===== config.mk =====
export PLATFORM = sky130hd
export DESIGN_NAME = masking_encoder_d3
export DESIGN_NICKNAME = d
export VERILOG_FILES = /design/src/rtl/masking_encoder_d3.sv
export SDC_FILE = /design/constraint.sdc
export NUM_CORES = 1
export LEC_CHECK = 0
export ABC_AREA = 1
export BUFFER_PORTS_ARGS = -buffer_cell sky130_fd_sc_hd__clkbuf_2
export CAP_MARGIN = 20
export CORE_MARGIN = 4
export CORE_UTILIZATION = 47
export DETAILED_ROUTE_END_ITERATION = 10
export PLACE_DENSITY_LB_ADDON = 0.1
export SETUP_SLACK_MARGIN = 0.05
export SYNTH_ARGS = -nofsm -noshare
export SYNTH_HDL_FRONTEND = slang
export SYNTH_SLANG_ARGS = --single-unit

===== constraint.sdc =====
create_clock -name clock_0 -period 1.4 [get_ports clock_0]
set_input_delay 0.14 -clock clock_0 [delete_from_list [all_inputs] [get_ports clock_0]]
set_output_delay 0.14 -clock clock_0 [all_outputs]
set_load 0.01 [all_outputs]

===== src/rtl/masking_encoder_d3.sv =====
// Boolean masking encoder: splits a W-bit word into four shares (d=3), then
// applies REFRESH ring-refresh rounds with fresh randomness before handing off.
module masking_encoder_d3 #(
  parameter int unsigned W       = 1,
  parameter int unsigned REFRESH = 1
) (
  input  logic           clock_0,
  input  logic           reset_0,
  input  logic           io_in_valid,
  output logic           io_in_ready,
  input  logic [W-1:0]   io_in_data,
  input  logic [3*W-1:0] p_rand,
  input  logic           p_rand_valid,
  output logic           p_rand_ready,
  output logic [W-1:0]   io_o0_s0,
  output logic [W-1:0]   io_o0_s1,
  output logic [W-1:0]   io_o0_s2,
  output logic [W-1:0]   io_o0_s3,
  output logic           io_out_valid,
  input  logic           io_out_ready,
  output logic           io_busy
);

  typedef enum logic [1:0] {ST_IDLE, ST_MASK, ST_REFRESH, ST_DONE} state_t;

  localparam logic [2:0] LAST_ROUND = (REFRESH > 0) ? 3'(REFRESH - 1) : 3'd0;

  state_t       state, state_nxt;
  logic [W-1:0] data_q;
  logic [W-1:0] s0_q, s1_q, s2_q, s3_q;
  logic [2:0]   cnt_q;
  logic [W-1:0] r0, r1, r2;
  logic         in_xfer, rand_xfer, out_xfer;

  assign r0 = p_rand[W-1:0];
  assign r1 = p_rand[2*W-1:W];
  assign r2 = p_rand[3*W-1:2*W];

  // Handshake outputs come from the state decode only, never from inputs.
  assign io_in_ready  = (state == ST_IDLE);
  assign p_rand_ready = (state == ST_MASK) || (state == ST_REFRESH);
  assign io_out_valid = (state == ST_DONE);
  assign io_busy      = (state != ST_IDLE);

  assign in_xfer   = io_in_valid & io_in_ready;
  assign rand_xfer = p_rand_valid & p_rand_ready;
  assign out_xfer  = io_out_ready & io_out_valid;

  assign io_o0_s0 = s0_q;
  assign io_o0_s1 = s1_q;
  assign io_o0_s2 = s2_q;
  assign io_o0_s3 = s3_q;

  always_ff @(posedge clock_0 or posedge reset_0) begin
    if (reset_0) state <= ST_IDLE;
    else         state <= state_nxt;
  end

  always_comb begin
    state_nxt = state;
    case (state)
      ST_IDLE:    if (in_xfer) state_nxt = ST_MASK;
      ST_MASK:    if (rand_xfer) state_nxt = (REFRESH > 0) ? ST_REFRESH : ST_DONE;
      ST_REFRESH: if (rand_xfer && (cnt_q == LAST_ROUND)) state_nxt = ST_DONE;
      ST_DONE:    if (out_xfer) state_nxt = ST_IDLE;
      default:    state_nxt = ST_IDLE;
    endcase
  end

  // s0 is written only with the already-masked value; data is zeroised once used.
  always_ff @(posedge clock_0 or posedge reset_0) begin
    if (reset_0) begin
      data_q <= '0;
      cnt_q  <= '0;
      s0_q   <= '0;
      s1_q   <= '0;
      s2_q   <= '0;
      s3_q   <= '0;
    end else begin
      case (state)
        ST_IDLE: if (in_xfer) data_q <= io_in_data;
        ST_MASK: if (rand_xfer) begin
          s0_q   <= data_q ^ r0 ^ r1 ^ r2;
          s1_q   <= r0;
          s2_q   <= r1;
          s3_q   <= r2;
          data_q <= '0;
          cnt_q  <= '0;
        end
        ST_REFRESH: if (rand_xfer) begin
          s0_q  <= s0_q ^ r0;
          s1_q  <= s1_q ^ r0 ^ r1;
          s2_q  <= s2_q ^ r1 ^ r2;
          s3_q  <= s3_q ^ r2;
          cnt_q <= cnt_q + 3'd1;
        end
        ST_DONE: if (out_xfer) begin
          s0_q <= '0;
          s1_q <= '0;
          s2_q <= '0;
          s3_q <= '0;
        end
        default: ;
      endcase
    end
  end

endmodule

# --- After elaboration in Yosys (flattened, before gate mapping) ---
# Index checks and enable logic that the tools add are counted.
word_totals:
  output_inout_bits: 8
  regBits: 10
  input_bits: 9
  elab_cells: 64
classes:
  eq_ne: 8
  bitwise: 12
  n_reduce_logical: 12
  muxes: 24
  addsub: 1
op_table:
  columns: ["operator", "count"]
  rows:
  - ["$pmux 1 s3", 4]
  - ["$mux 1", 11]
  - ["$xor 1x1->1", 9]
  - ["$mux 2", 4]
  - ["$pmux 2 s4", 1]
  - ["$reduce_and 4->1", 2]
  - ["$mux 3", 2]
  - ["$ne 2x1->1 const B", 3]
  - ["$pmux 3 s2", 1]
  - ["$reduce_and 3->1", 2]
  - ["$reduce_bool 2->1", 3]
  - ["$eq 2x2->1 const B", 2]
  - ["$ne 2x2->1 const B", 2]
  - ["$add 3x1->3 const B", 1]
  - ["$and 1x1->1", 3]
  - ["$logic_not 3->1", 1]
  - ["$reduce_bool 3->1", 1]
  - ["$eq 2x1->1 const B", 1]
  - ["$logic_not 2->1", 1]
  - ["$pmux 1 s2", 1]
  - ["$logic_and 1x1->1", 1]
  - ["$logic_or 1x1->1", 1]

# --- Longest topological paths before layout ---
depth:
  depth_word: 6
  ltp_mapped: 9

# --- Least setup slack after synthesis ---
# Ideal clock, no wire load.
synth_path:
  path_type: "flip-flop to flip-flop"
  from: "register state[0]"
  to: "register s0_q, in the netlist io_o0_s0"
  t_arrival_ns: 1.343
  slack_ns: -0.064
  period_less_slack_ns: 1.464
  n_path_buf: 0
  setup_ns: 0.121
  stages_incl_launch_ff: 10
  path_cell_list: "dfrtp_1 -> inv_1 -> ha_1 -> nand2_1 -> nand2_2 -> nand2_2 -> inv_2 -> nand2_2 -> nor2_1 -> a21oi_2"
synth_via:
  elab_chain_len: 5
  elab_cells_between_ends: 12
synth_rtl:
  columns: ["element", "line", "source"]
  rows:
  - ["from (decl)", "28", "state_t state, state_nxt;"]
  - ["from (signal assigned)", "56", "else state <= state_nxt;"]
  - ["$eq 2x1->1 / $eq 2x2->1 (equally long branches)", "41", "assign p_rand_ready = (state == ST_MASK) || (state == ST_REFRESH);"]
  - ["$logic_or 1x1->1 (*)", "41", null]
  - ["named net p_rand_ready", "14", "output logic p_rand_ready,"]
  - ["$and 1x1->1 (*)", "46", "assign rand_xfer = p_rand_valid & p_rand_ready;"]
  - ["$ne 2x2->1 (no line)", null, null]
  - ["$reduce_and 4->1 (no line) (*)", null, null]
  - ["to (signal assigned)", "83", "s0_q <= data_q ^ r0 ^ r1 ^ r2;"]
  - ["to (signal assigned)", "91", "s0_q <= s0_q ^ r0;"]
  - ["to (decl)", "30", "logic [W-1:0] s0_q, s1_q, s2_q, s3_q;"]
# The timed path passes the listed nets; every way through them passes the cells marked *.
# A chain may end at the register's enable or synchronous reset.

# --- Worst setup path after layout ---
layout_path:
  from: "register state[0]"
  to: "output port p_rand_ready"
layout_via:
  elab_chain_len: 2
  elab_cells_between_ends: 3
layout_rtl:
  columns: ["element", "line"]
  rows:
  - ["$eq 2x1->1 / $eq 2x2->1 (equally long branches)", "41"]
  - ["$logic_or 1x1->1 (*)", "41"]
  - ["to (decl)", "14"]
# Every way passes the cells marked *; elsewhere a longest branch is shown, timed or not.

==> reports/summary.txt <==
Status = finished with violations
Failing checks = negative setup slack
P_leak = 0.636 nW
Core Box Area = 0.00156 mm^2
Critical path class = flop to output port
CTS tree = yes
ANT cells = 0
Vias in the first global route = 759
Final Hold Fails = 0
Post-synthesis sequential area ratio = 31.1%
Worst skew pair latency = 280 ps
CP peak stage delay = 400 ps
WL final = 2110 um
Worst r2r src = state[0]$_DFFE_PP0P_
CP arrival = 1280 ps
First-pass GRT wire length = 3100 um
Chip width = 49.4 um
RSZ-0062 raised after global routing = yes
Final setup viols = 4
DRC = 0
Final hold slack = 100 ps
Worst Skew = 4.03 ps
Cell depth of the worst flop-to-flop path = 7
Reg2reg end = io_o0_s0$_DFFE_PP0P_
PwrDens = 2510 mW/mm^2
All-Layer GR Usage = 16.0%
CP bufs+invs = 3
Cell taking the most area after synthesis = dfrtp_1
Die area = 0.00244 mm^2
Startpoint types = flop
Worst Hold Class = primary input to flop
1st-pass router iterations = 4
Initial Util = 51.7%
Setup ws final = -23.9 ps
Clk buf depth = 2
Initial DRC Count = 21
Initial antenna violation count = 0
Syn Area/Cell = 6.66 um^2
F_max = 702 MHz
Min-delay src = io_in_data
Num rows = 14
Number of warnings issued by yosys = 0
Clk sinks = 10
Clk root buf = clkbuf_4
Cell Area, Synth = 806 um^2
Slowest-stage cell, CP = dfrtp_1
# H-tree levels = 1
Share of post-route cells with drive strength above 1 = 38.6%
R2r setup slk = -20 ps
Worst EP required = 1260 ps
Max VDD drop = 0.00189 V
Top post-synthesis cells by area = dfrtp_1 31%, nand2_1 17%, ha_1 11%
Clock Pin Slew Worst Setup and Hold Paths = 80 ps
Die Span Y = 49.4 um
Slew Viols, Final = 0
Detailed-route via count = 855
Hpwl dp = 1400 um
Nets = 170
Gpl congestion = 0.810
Area delta synth->final = 41.3%
Distinct cell type count after synthesis = 17
DR vias/cell = 5.06
Port bufs = 16
Final period util = 102%
Worst Hold Endpoint = data_q$_DFFE_PP0P_
Worst Hold Depth = 3
Crit path max-delay family = flip-flops
Max FO, Critical Path = 3
Post-layout util = 73.0%
Final min period = 1420 ps
Mapped Cells = 121
Post-DR wirelength/cell = 12.5 um
Worst Max-Slew Pin Slew = 402 ps
Stages on worst setup path = 4
# fillers = 120
CTS buffer count = 3
Rel. slew slack = 73.2%
GRT overflow = 0
Crit-path cells = inv_2 -> ha_4 -> buf_4 -> buf_6
ANT nets after route = 0
Largest net degree at the start of global routing = 11
Synth top area share = 31.1%
Syn Nets = 137
Critical path endpoint category = output port
Flops & latches, synth = 10
Max_cap viols = 0
Ports = 17
==> state kept, by name, summed over array words and instances (netlist names) <==
register and flops:
cnt_q 3, io_o0_s0 1, io_o0_s1 1, data_q 1
state 2, io_o0_s2 1, io_o0_s3 1
==> timing repair <==
action	CTS	global route
resized for setup	11	14
setup endpoints to repair	10	12
gates cloned	0	0
setup buffers	2	5
hold buffers	1	0
endpoints found under the hold margin	10	0
pin swaps	2	6
==> layer usage <==
layer,up-vias,routed length [um],global-route usage [%]
li1,436,-,-
met1,395,889,19.9
met2,16,1090,28.3
met3,8,72,2.75
met4,0,61,4.15
met5,-,0,0
==> cells in the mapped netlist <==
library cell  number
inv_1             21
xnor2_1            1
o21bai_1           1
buf_6              1
nand3_1           11
ha_1               7
dfrtp_1           10
nor2_1            13
inv_2              2
o21ai_0            4
a21oi_2            2
nand3_2            1
o21ai_2            2
o21ai_1            5
nand2_2            3
nand2_1           36
or2_2              1
==> report_power, final <==
part	switching [mW]	internal, mW
clock	0.121	0.158
combinational	1.11	0.918
sequential	0.124	0.424
==> per-stage QoR <==
step | instances | setup TNS [ps] | setup WS, ps | power (mW) | area (um^2)
2_1_floorplan | 121 | 0 | 48.5 | 1.62 | 821
3_3_place_gp | 157 | -26.1 | -10.0 | 2.00 | 947
3_5_place_dp | 157 | -298 | -60.1 | 2.05 | 947
4_1_cts | 164 | -23.5 | -18.9 | 2.49 | 1050
5_1_grt | 169 | -436 | -77.7 | 3.11 | 1140
6_report | 169 | -54.7 | -23.9 | 2.86 | 1140
==> worst min-delay path: stages <==
cell,delay [ps]
clkbuf_2,80
nand3_1,60
o21ai_0,60
==> cells in the final DEF (no fill, tap or decap), types with 4 or more instances in the layout <==
cell      netlist  final
buf_4           0     12
clkbuf_2        0     15
o21ai_1         5      4
nor2_1         13     11
nand2_1        36     33
nand2_4         0      4
inv_2           2      4
inv_1          21     17
dfrtp_1        10      9
nand3_1        11     11
==> cell type report <==
type / count / area, um^2 / share of cell area, %
clock buffers: 4 / 36.3 / 3.19
inverters: 23 / 91.3 / 8.02
multi-input cells: 87 / 553 / 48.6
flip-flops and latches: 10 / 251 / 22.1
well taps: 16 / 20.0 / 1.76
repair buffers: 29 / 186 / 16.4
==> how the worst max path moves through the flow <==
stage                          from              endpoint  slack [ps]
3_3_place_gp   state[1]$_DFFE_PP0P_  state[1]$_DFFE_PP0P_         -10
6_report       state[0]$_DFFE_PP0P_          p_rand_ready         -20
2_1_floorplan  state[0]$_DFFE_PP0P_  io_o0_s0$_DFFE_PP0P_          50
4_1_cts        state[0]$_DFFE_PP0P_  io_o0_s3$_DFFE_PP0P_         -20
5_1_grt        state[1]$_DFFE_PP0P_  state[0]$_DFFE_PP0P_         -80
3_5_place_dp   state[0]$_DFFE_PP0P_  io_o0_s3$_DFFE_PP0P_         -60
==> cell families (layout without fill, tap and decap cells) <==
| logic type | after synthesis | in the layout | share of synthesized area [%] |
|---|---|---|---|
| AOI/OAI and AO/OA | 14 | 14 | 10.9 |
| xor gates and xnor gates | 1 | 1 | 1.09 |
| adders and majority gates | 7 | 7 | 10.9 |
| buffers and inverters | 24 | 56 | 12.1 |
| DFF | 10 | 10 | 31.1 |
| and+or+nand+nor | 65 | 65 | 34.0 |
Note: power is estimated with default switching activity, not from simulation.
